--- src/rtl/cpu_pkg.sv ---
// cpu_pkg -- widths, ALU codes and the ID/EX bundle type, shared with the ALU.
// Also holds rd_hit(), the writer/source match used for forwarding and hazards.
package cpu_pkg;

  localparam int DATA_W     = 16;
  localparam int REG_ADDR_W = 2;
  localparam int ALU_CTRL_W = 6;

  localparam logic [ALU_CTRL_W-1:0] ALU_ADD   = 6'd0;
  localparam logic [ALU_CTRL_W-1:0] ALU_SUB   = 6'd1;
  localparam logic [ALU_CTRL_W-1:0] ALU_AND   = 6'd2;
  localparam logic [ALU_CTRL_W-1:0] ALU_OR    = 6'd3;
  localparam logic [ALU_CTRL_W-1:0] ALU_XOR   = 6'd4;
  localparam logic [ALU_CTRL_W-1:0] ALU_SLL   = 6'd5;
  localparam logic [ALU_CTRL_W-1:0] ALU_SRL   = 6'd6;
  localparam logic [ALU_CTRL_W-1:0] ALU_SRA   = 6'd7;
  localparam logic [ALU_CTRL_W-1:0] ALU_SLT   = 6'd8;
  localparam logic [ALU_CTRL_W-1:0] ALU_SLTU  = 6'd9;
  localparam logic [ALU_CTRL_W-1:0] ALU_MUL   = 6'd10;
  localparam logic [ALU_CTRL_W-1:0] ALU_MULH  = 6'd11;
  localparam logic [ALU_CTRL_W-1:0] ALU_PASSA = 6'd12;
  localparam logic [ALU_CTRL_W-1:0] ALU_PASSB = 6'd13;
  localparam logic [ALU_CTRL_W-1:0] ALU_EQ    = 6'd28;
  localparam logic [ALU_CTRL_W-1:0] ALU_NE    = 6'd29;

  typedef struct packed {
    logic                  valid;
    logic [DATA_W-1:0]     pc;
    logic [DATA_W-1:0]     alu_a;
    logic [DATA_W-1:0]     alu_b;
    logic [ALU_CTRL_W-1:0] alu_ctrl;
    logic [REG_ADDR_W-1:0] rd_addr;
    logic                  reg_write;
  } id_ex_t;

  function automatic logic rd_hit(
    input logic                  we,
    input logic [REG_ADDR_W-1:0] rd,
    input logic [REG_ADDR_W-1:0] src
  );
    return we && (rd == src);
  endfunction

endpackage

--- src/rtl/fwd_mux.sv ---
// fwd_mux -- one source operand: EX result, else WB result, else register data.
// Ports: src_addr/reg_data in, ex_*/wb_* writer info in, operand out.
module fwd_mux
  import cpu_pkg::*;
(
  input  logic [REG_ADDR_W-1:0] src_addr,
  input  logic [DATA_W-1:0]     reg_data,
  input  logic                  ex_reg_write,
  input  logic [REG_ADDR_W-1:0] ex_rd_addr,
  input  logic [DATA_W-1:0]     ex_result,
  input  logic                  wb_reg_write,
  input  logic [REG_ADDR_W-1:0] wb_rd_addr,
  input  logic [DATA_W-1:0]     wb_result,
  output logic [DATA_W-1:0]     operand
);

  // EX is the younger writer, so it wins over WB.
  always_comb begin
    operand = reg_data;
    if (rd_hit(ex_reg_write, ex_rd_addr, src_addr))
      operand = ex_result;
    else if (rd_hit(wb_reg_write, wb_rd_addr, src_addr))
      operand = wb_result;
  end

endmodule

--- src/rtl/id_ex_stage.sv ---
// id_ex_stage -- ID/EX pipeline register with operand forwarding or hazard stall.
// Ports: decode bundle in_*, stall/flush, ex_*/wb_* writers; registered ALU
// operands out, hazard_stall out. Macro ID_EX_FORWARD_EN selects forwarding;
// without it, any register-operand match on EX/WB raises hazard_stall.
module id_ex_stage
  import cpu_pkg::*;
(
  input  logic                  clk,
  input  logic                  reset,
  input  logic                  in_valid,
  input  logic [DATA_W-1:0]     in_pc,
  input  logic [REG_ADDR_W-1:0] in_rs1_addr,
  input  logic [REG_ADDR_W-1:0] in_rs2_addr,
  input  logic [REG_ADDR_W-1:0] in_rd_addr,
  input  logic [DATA_W-1:0]     in_rs1_data,
  input  logic [DATA_W-1:0]     in_rs2_data,
  input  logic [DATA_W-1:0]     in_imm,
  input  logic                  in_use_imm,
  input  logic                  in_reg_write,
  input  logic [ALU_CTRL_W-1:0] in_alu_ctrl,
  input  logic                  stall,
  input  logic                  flush,
  input  logic                  ex_reg_write,
  input  logic [REG_ADDR_W-1:0] ex_rd_addr,
  input  logic [DATA_W-1:0]     ex_result,
  input  logic                  wb_reg_write,
  input  logic [REG_ADDR_W-1:0] wb_rd_addr,
  input  logic [DATA_W-1:0]     wb_result,
  output logic                  out_valid,
  output logic [DATA_W-1:0]     out_pc,
  output logic [DATA_W-1:0]     alu_a,
  output logic [DATA_W-1:0]     alu_b,
  output logic [ALU_CTRL_W-1:0] alu_ctrl,
  output logic [REG_ADDR_W-1:0] out_rd_addr,
  output logic                  out_reg_write,
  output logic                  hazard_stall
);

  id_ex_t q;
  id_ex_t d;

  logic [DATA_W-1:0] op_a;
  logic [DATA_W-1:0] op_b;

  fwd_mux u_fwd_a (
    .src_addr     (in_rs1_addr),
    .reg_data     (in_rs1_data),
    .ex_reg_write (ex_reg_write),
    .ex_rd_addr   (ex_rd_addr),
    .ex_result    (ex_result),
    .wb_reg_write (wb_reg_write),
    .wb_rd_addr   (wb_rd_addr),
    .wb_result    (wb_result),
    .operand      (op_a)
  );

  fwd_mux u_fwd_b (
    .src_addr     (in_rs2_addr),
    .reg_data     (in_rs2_data),
    .ex_reg_write (ex_reg_write),
    .ex_rd_addr   (ex_rd_addr),
    .ex_result    (ex_result),
    .wb_reg_write (wb_reg_write),
    .wb_rd_addr   (wb_rd_addr),
    .wb_result    (wb_result),
    .operand      (op_b)
  );

`ifdef ID_EX_FORWARD_EN
  logic [REG_ADDR_W-1:0] hold_rs1;
  logic [REG_ADDR_W-1:0] hold_rs2;
  logic                  hold_imm;

  assign hazard_stall = 1'b0;

  // Source regs of the held instruction, so a WB write that lands
  // while we are stalled still reaches the held operand.
  always_ff @(posedge clk) begin
    if (reset || flush) begin
      hold_rs1 <= '0;
      hold_rs2 <= '0;
      hold_imm <= 1'b0;
    end else if (!stall) begin
      hold_rs1 <= in_valid ? in_rs1_addr : '0;
      hold_rs2 <= in_valid ? in_rs2_addr : '0;
      hold_imm <= in_valid && in_use_imm;
    end
  end
`else
  logic rs1_hit;
  logic rs2_hit;

  assign rs1_hit = rd_hit(ex_reg_write, ex_rd_addr, in_rs1_addr) ||
                   rd_hit(wb_reg_write, wb_rd_addr, in_rs1_addr);
  assign rs2_hit = rd_hit(ex_reg_write, ex_rd_addr, in_rs2_addr) ||
                   rd_hit(wb_reg_write, wb_rd_addr, in_rs2_addr);

  assign hazard_stall = in_valid && (rs1_hit || (!in_use_imm && rs2_hit));
`endif

  // Without forwarding the muxes still sit in the path: whenever they
  // would pick EX/WB data a hazard bubble is loaded instead, so only
  // in_rs*_data ever reaches the register.
  always_comb begin
    d = q;
    if (flush) begin
      d = '0;
    end else if (stall) begin
`ifdef ID_EX_FORWARD_EN
      if (q.valid && rd_hit(wb_reg_write, wb_rd_addr, hold_rs1))
        d.alu_a = wb_result;
      if (q.valid && !hold_imm &&
          rd_hit(wb_reg_write, wb_rd_addr, hold_rs2))
        d.alu_b = wb_result;
`endif
    end else if (hazard_stall || !in_valid) begin
      d = '0;
    end else begin
      d.valid     = 1'b1;
      d.pc        = in_pc;
      d.alu_a     = op_a;
      d.alu_b     = in_use_imm ? in_imm : op_b;
      d.alu_ctrl  = in_alu_ctrl;
      d.rd_addr   = in_rd_addr;
      d.reg_write = in_reg_write;
    end
  end

  always_ff @(posedge clk) begin
    if (reset) q <= '0;
    else       q <= d;
  end

  assign out_valid     = q.valid;
  assign out_pc        = q.pc;
  assign alu_a         = q.alu_a;
  assign alu_b         = q.alu_b;
  assign alu_ctrl      = q.alu_ctrl;
  assign out_rd_addr   = q.rd_addr;
  assign out_reg_write = q.reg_write && q.valid;

endmodule
--- config.mk ---
export PLATFORM = sky130hd
export DESIGN_NAME = id_ex_stage
export DESIGN_NICKNAME = d
export VERILOG_FILES = /design/src/rtl/cpu_pkg.sv /design/src/rtl/fwd_mux.sv /design/src/rtl/id_ex_stage.sv
export SDC_FILE = /design/constraint.sdc
export NUM_CORES = 1
export LEC_CHECK = 0
export ABC_CLOCK_PERIOD_IN_PS = 2100
export BUFFER_PORTS_ARGS = -buffer_cell sky130_fd_sc_hd__buf_2
export CAP_MARGIN = 20
export CORE_UTILIZATION = 43
export DETAILED_ROUTE_END_ITERATION = 6
export PLACE_DENSITY = 0.8
export SYNTH_ARGS = -nofsm -noshare
export SYNTH_HDL_FRONTEND = slang
export SYNTH_SLANG_ARGS = --single-unit
--- constraint.sdc ---
create_clock -name clk -period 2.1 [get_ports clk]
set_input_delay 0.42 -clock clk [delete_from_list [all_inputs] [get_ports clk]]
set_output_delay 0.42 -clock clk [all_outputs]
set_load 0.02 [all_outputs]
Word level (Yosys, flattened, before mapping). Index checks and enable logic that the tools add are counted.

Register bits: 58. Output and inout bits: 59. Logic and storage cells: 31.

Equal/unequal tests: 4. Mux-type cells: 6. Reduce and logical (&&, ||, !) cells: 14.

Operators with widths (number): 2-to-1 mux 16 bit (5); 2-to-1 mux 58 bit (1); equality test 2 bit (4); logical AND 1 bit (7); logical OR 1 bit (4); logical NOT 1 bit (2); OR reduction 2 bit (1).

Depth between registers and ports, before layout.
Depth in word-level cells: 8. Mapped depth: 7. Depth with buffers taken out: 5.

Modules after synthesis. From an unflattened synthesis, not the netlist that was laid out.

Cells, all modules: 396. Area total of the unflattened synthesis: 3896.2 µm².

By module, submodules not included: id_ex_stage (instances 1, cells an instance 226, area each 2597.5 µm², sequential area each 1161.1 µm²); fwd_mux (instances 2, cells an instance 85, area each 649.4 µm², sequential area each 0.0 µm²).

Least setup slack after synthesis. Ideal clock, no wire load.

Path type: input to output. Start point: in wb_rd_addr[1]. End point: out hazard_stall. Arrival: 1.304 ns. Required time: 1.680 ns. Setup slack: 0.376 ns. Stages on the path: 4. Path through: xnor2_1 > nand3_2 > o2111ai_2 > and2_1.

Word-level cells in the longest chain between the ends: 6.

Ends and longest elaborated chain: from (decl) (line id_ex_stage.sv:27) `input logic [REG_ADDR_W-1:0] wb_rd_addr,`; equality test 2 bit (line cpu_pkg.sv:41) `return we && (rd == src);`; logical AND 1 bit (line cpu_pkg.sv:41); logical OR 1 bit (line id_ex_stage.sv:95) `assign rs2_hit = rd_hit(ex_reg_write, ex_rd_addr, in_rs2_addr) ||`; logical AND 1 bit (line id_ex_stage.sv:98) `assign hazard_stall = in_valid && (rs1_hit || (!in_use_imm && rs2_hit));`; logical OR 1 bit (*) (line id_ex_stage.sv:98); logical AND 1 bit (*) (line id_ex_stage.sv:98); to (decl) (line id_ex_stage.sv:36) `output logic hazard_stall`.

Every way passes the cells marked *; elsewhere a longest branch is shown, timed or not.

Worst setup path after layout. Ends and elaborated chain as after synthesis.

==> metrics <==
Post-Synth Simple-Gate Area roughly 15%; post-synthesis cell count around 330; first-pass GRT wire length between 10000 and 15000 um; clock slew seen by the registers of the worst setup and hold paths roughly 70 ps; Logic pwr share ~18%; setup bufs post-CTS 0; minimum period implied by the final worst setup slack ~2000 ps; relative max-transition margin a little over three fifths; DPL Wire Length ~6300 um; total clock sinks 58; post-synthesis to final-layout area growth 24.12%; number of register bits inferred by synthesis 58; cts hold-fix bufs 0; transition time at the pin with the least slew margin about 560 ps; worst reg-to-reg setup slack about 1300 ps; CP Max Fanout 3; dominant combinational cell family by area after synthesis compound AO/OA/AOI/OAI gates; critical-path cell list buf_2, xnor2_1, nand3_2, o2111ai_2, and2_1, buf_2; first drt pass iteration count 7; Most common cell on crit path sky130_fd_sc_hd__buf_2; switching portion of total power approximately 28%; Routed wire per std cell between 15 and 20 um; # setup viols final 0; post-synth design cell area roughly 2900 um2; Filler cells 649; syn_nets between 400 and 500; multi-input gate area in the final layout ~1200 um2; number of pins with negative max-slew slack in the final report 0; area of the core about 6500 um2; critical path class in -> out; Netlist cell types 22; detailed-routed wire length on met3 584 um; power density normalized to cell area around 670 nW/um2; share of cell area taken by muxes after synthesis 0%; storage element area approximately 1200 um2; gp weighted congestion a little over 0.9; initial antenna violation count 1; data arrival time of the critical path approximately 1500 ps; synthesized area divided by synthesized cell count roughly 8.9 um2; XOR/XNOR Fraction of Synth Area 2.386%; deepest clock path buffer count 2; Initial DRC Count around 210; CTS buffer count 9; final setup skew 0 ps; post-route fraction of the period consumed by the critical path slightly above 90%; arithmetic-cell share of the synthesized area counting full adders, half adders and majority gates 0%; final count of hold timing violations 0; total number of yosys warnings 0; failing checks DRC; cell leakage power 1.889 nW; max-cap check violation count 0; RSZ-0062 raised after global routing false; die boundary width 84.64 um; number of H-tree branching levels 3; relative contribution of sequential cells to total power 46.7%; DRC viols 7; class of the worst hold path in -> reg; wire length on met1 about 3600 um; Routed met2 length roughly 4000 um; Max Clock Freq between 500 and 600 MHz; maximum number of pins on one net before global-route repair between 40 and 50; layout cells sized above 1 between 40% and 50%; total via count after detailed routing 2831; average via count per standard cell 5.331; number of global-route vias before repair between 2000 and 3000; latest clock arrival within the worst-skew pair roughly 320 ps; power spent charging and discharging nets 0.0006788 W; Critical Path Max Stage Delay around 300 ps; sequential element share of the synthesized area around two fifths; sort of element at the end of the critical path output pin; layout net count roughly 570; Top Layer Used met4; Post-Route Setup TNS 0 ps; remaining global-route overflow 0; critical path's slowest cell sky130_fd_sc_hd__o2111ai_2; Port-buffer cells between 150 and 200; post-cts resize count 0; maximum ir drop on the vdd rail about 0.35 mV; number of routed nets with antenna violations 0; CTS tree yes; clock group share of total power around 36%; number of ports placed on the die boundary 180; Std-Cell Rows 29; compound-cell area share of the yosys netlist between 20% and 30%; Root Driver sky130_fd_sc_hd__clkbuf_8; kind of launch point of the worst setup path primary input; Initial Utilization a little under half; overall global routing resource usage a little under a quarter; post-route core utilization between 50 and 60%; aggregate routed wire length ~8300 um; area enclosed by the die boundary 7164 um2; # diodes 0; Power Internal between 0.0015 and 0.002 W; status finished, violations left; height of the chip ~85 um; data required time of the worst path about 1700 ps
-- metal layers --
metal  GRT usage, %  up-vias
met5              0        -
met3          5.211       15
li1               -     1375
met4          10.48        0
met2          39.25      128
met1          30.02     1313
-- synthesized netlist by cell type --
library cell | number | share of area, %
sky130_fd_sc_hd__nor4_4 | 1 | 0.72
sky130_fd_sc_hd__nor3_1 | 1 | 0.17
sky130_fd_sc_hd__a31oi_1 | 17 | 3.6
sky130_fd_sc_hd__nand2_1 | 64 | 8.2
sky130_fd_sc_hd__inv_2 | 1 | 0.13
sky130_fd_sc_hd__o22ai_1 | 16 | 3.4
sky130_fd_sc_hd__a22o_1 | 57 | 17
sky130_fd_sc_hd__dfxtp_1 | 58 | 40
sky130_fd_sc_hd__clkbuf_1 | 14 | 1.8
sky130_fd_sc_hd__o2111ai_2 | 1 | 0.51
sky130_fd_sc_hd__and2_1 | 2 | 0.43
sky130_fd_sc_hd__nand4_4 | 1 | 0.72
sky130_fd_sc_hd__nand3_1 | 16 | 2.7
sky130_fd_sc_hd__and3_1 | 2 | 0.43
sky130_fd_sc_hd__buf_4 | 57 | 15
sky130_fd_sc_hd__nand3_2 | 3 | 1.0
sky130_fd_sc_hd__buf_2 | 4 | 0.68
sky130_fd_sc_hd__nor3b_1 | 1 | 0.26
sky130_fd_sc_hd__buf_6 | 3 | 1.2
sky130_fd_sc_hd__xnor2_1 | 8 | 2.4
sky130_fd_sc_hd__nand2b_1 | 1 | 0.21
sky130_fd_sc_hd__o2bb2a_1 | 1 | 0.34
-- flip-flops by register name, indices dropped and copies added, names as in the netlist --
name / flops
alu_a: 16
alu_b: 16
alu_ctrl: 6
out_pc: 16
out_rd_addr: 2
out_valid: 1
q: 1
-- power groups by stage --
| stage | combinational, W | sequential (W) | clock [W] |
|---|---|---|---|
| 3_5_place_dp | 0.000431 | 0.00116 | 0 |
| 2_1_floorplan | 0.000263 | 0.00116 | 0 |
| 5_1_grt | 0.000472 | 0.00114 | 0.000935 |
| 4_1_cts | 0.000431 | 0.00114 | 0.000883 |
| 6_report | 0.000432 | 0.00114 | 0.000869 |
| 3_3_place_gp | 0.000421 | 0.00116 | 0 |
-- critical path: cells and delay by family --
kind            cells  cell delay (ps)
simple gates        2              300
compound gates      1              300
buf+inv             2              280
xor+xnor            1              230
-- cell usage in the layout, fill, tap and decap left out, types with 4 or more instances in the layout --
cell type | synthesis | routed
sky130_fd_sc_hd__nand2_1 | 64 | 64
sky130_fd_sc_hd__buf_2 | 4 | 179
sky130_fd_sc_hd__clkinv_2 | 0 | 4
sky130_fd_sc_hd__dfxtp_1 | 58 | 58
sky130_fd_sc_hd__clkbuf_8 | 0 | 10
sky130_fd_sc_hd__xnor2_1 | 8 | 8
sky130_fd_sc_hd__a31oi_1 | 17 | 17
sky130_fd_sc_hd__a22o_1 | 57 | 57
sky130_fd_sc_hd__buf_4 | 57 | 9
sky130_fd_sc_hd__o22ai_1 | 16 | 16
sky130_fd_sc_hd__nand3_1 | 16 | 16
-- layout make-up --
cell class                      instances  area share (%)
Clock inverter                          4          0.5493
Multi-Input combinational cell        192           34.09
Tap cell                               77           2.643
Inverter                                1          0.1030
Sequential cell                        58           31.86
Timing Repair Buffer                  189           26.98
Clock buffer                           10           3.776
-- stage by stage --
stage | setup WS [ps] | hold slack (ps) | instances | cell area, um2 | total power [W]
final | 148.7 | 304.4 | 531 | 3645 | 0.002439
after global routing | 99.18 | 298.2 | 531 | 3645 | 0.002548
after CTS | 140.7 | 296.3 | 531 | 3645 | 0.002453
after detailed placement | 144.1 | 446.8 | 517 | 3487 | 0.001593
after global placement | 199.4 | 450.6 | 517 | 3487 | 0.001583
after floorplan | 376.3 | 434.0 | 329 | 2937 | 0.001422
-- worst paths after layout --
check | startpoint | endpoint | cells after the start
max | wb_rd_addr[1] | hazard_stall | 6
min | in_alu_ctrl[2] | alu_ctrl[2]$_SDFFE_PP0N_ | 2
max reg2reg | out_valid$_SDFFE_PP0N_ | out_valid$_SDFFE_PP0N_ | 2
min reg2reg | out_pc[0]$_SDFFE_PP0N_ | out_pc[0]$_SDFFE_PP0N_ | 1
-- logic make-up after synthesis --
family	count (synthesis)
buffers and inverters	79
DFF	58
xor gates and xnor gates	8
AOI/OAI and AO/OA	92
and+or+nand+nor	92
Power figures use the tool's default switching activity.
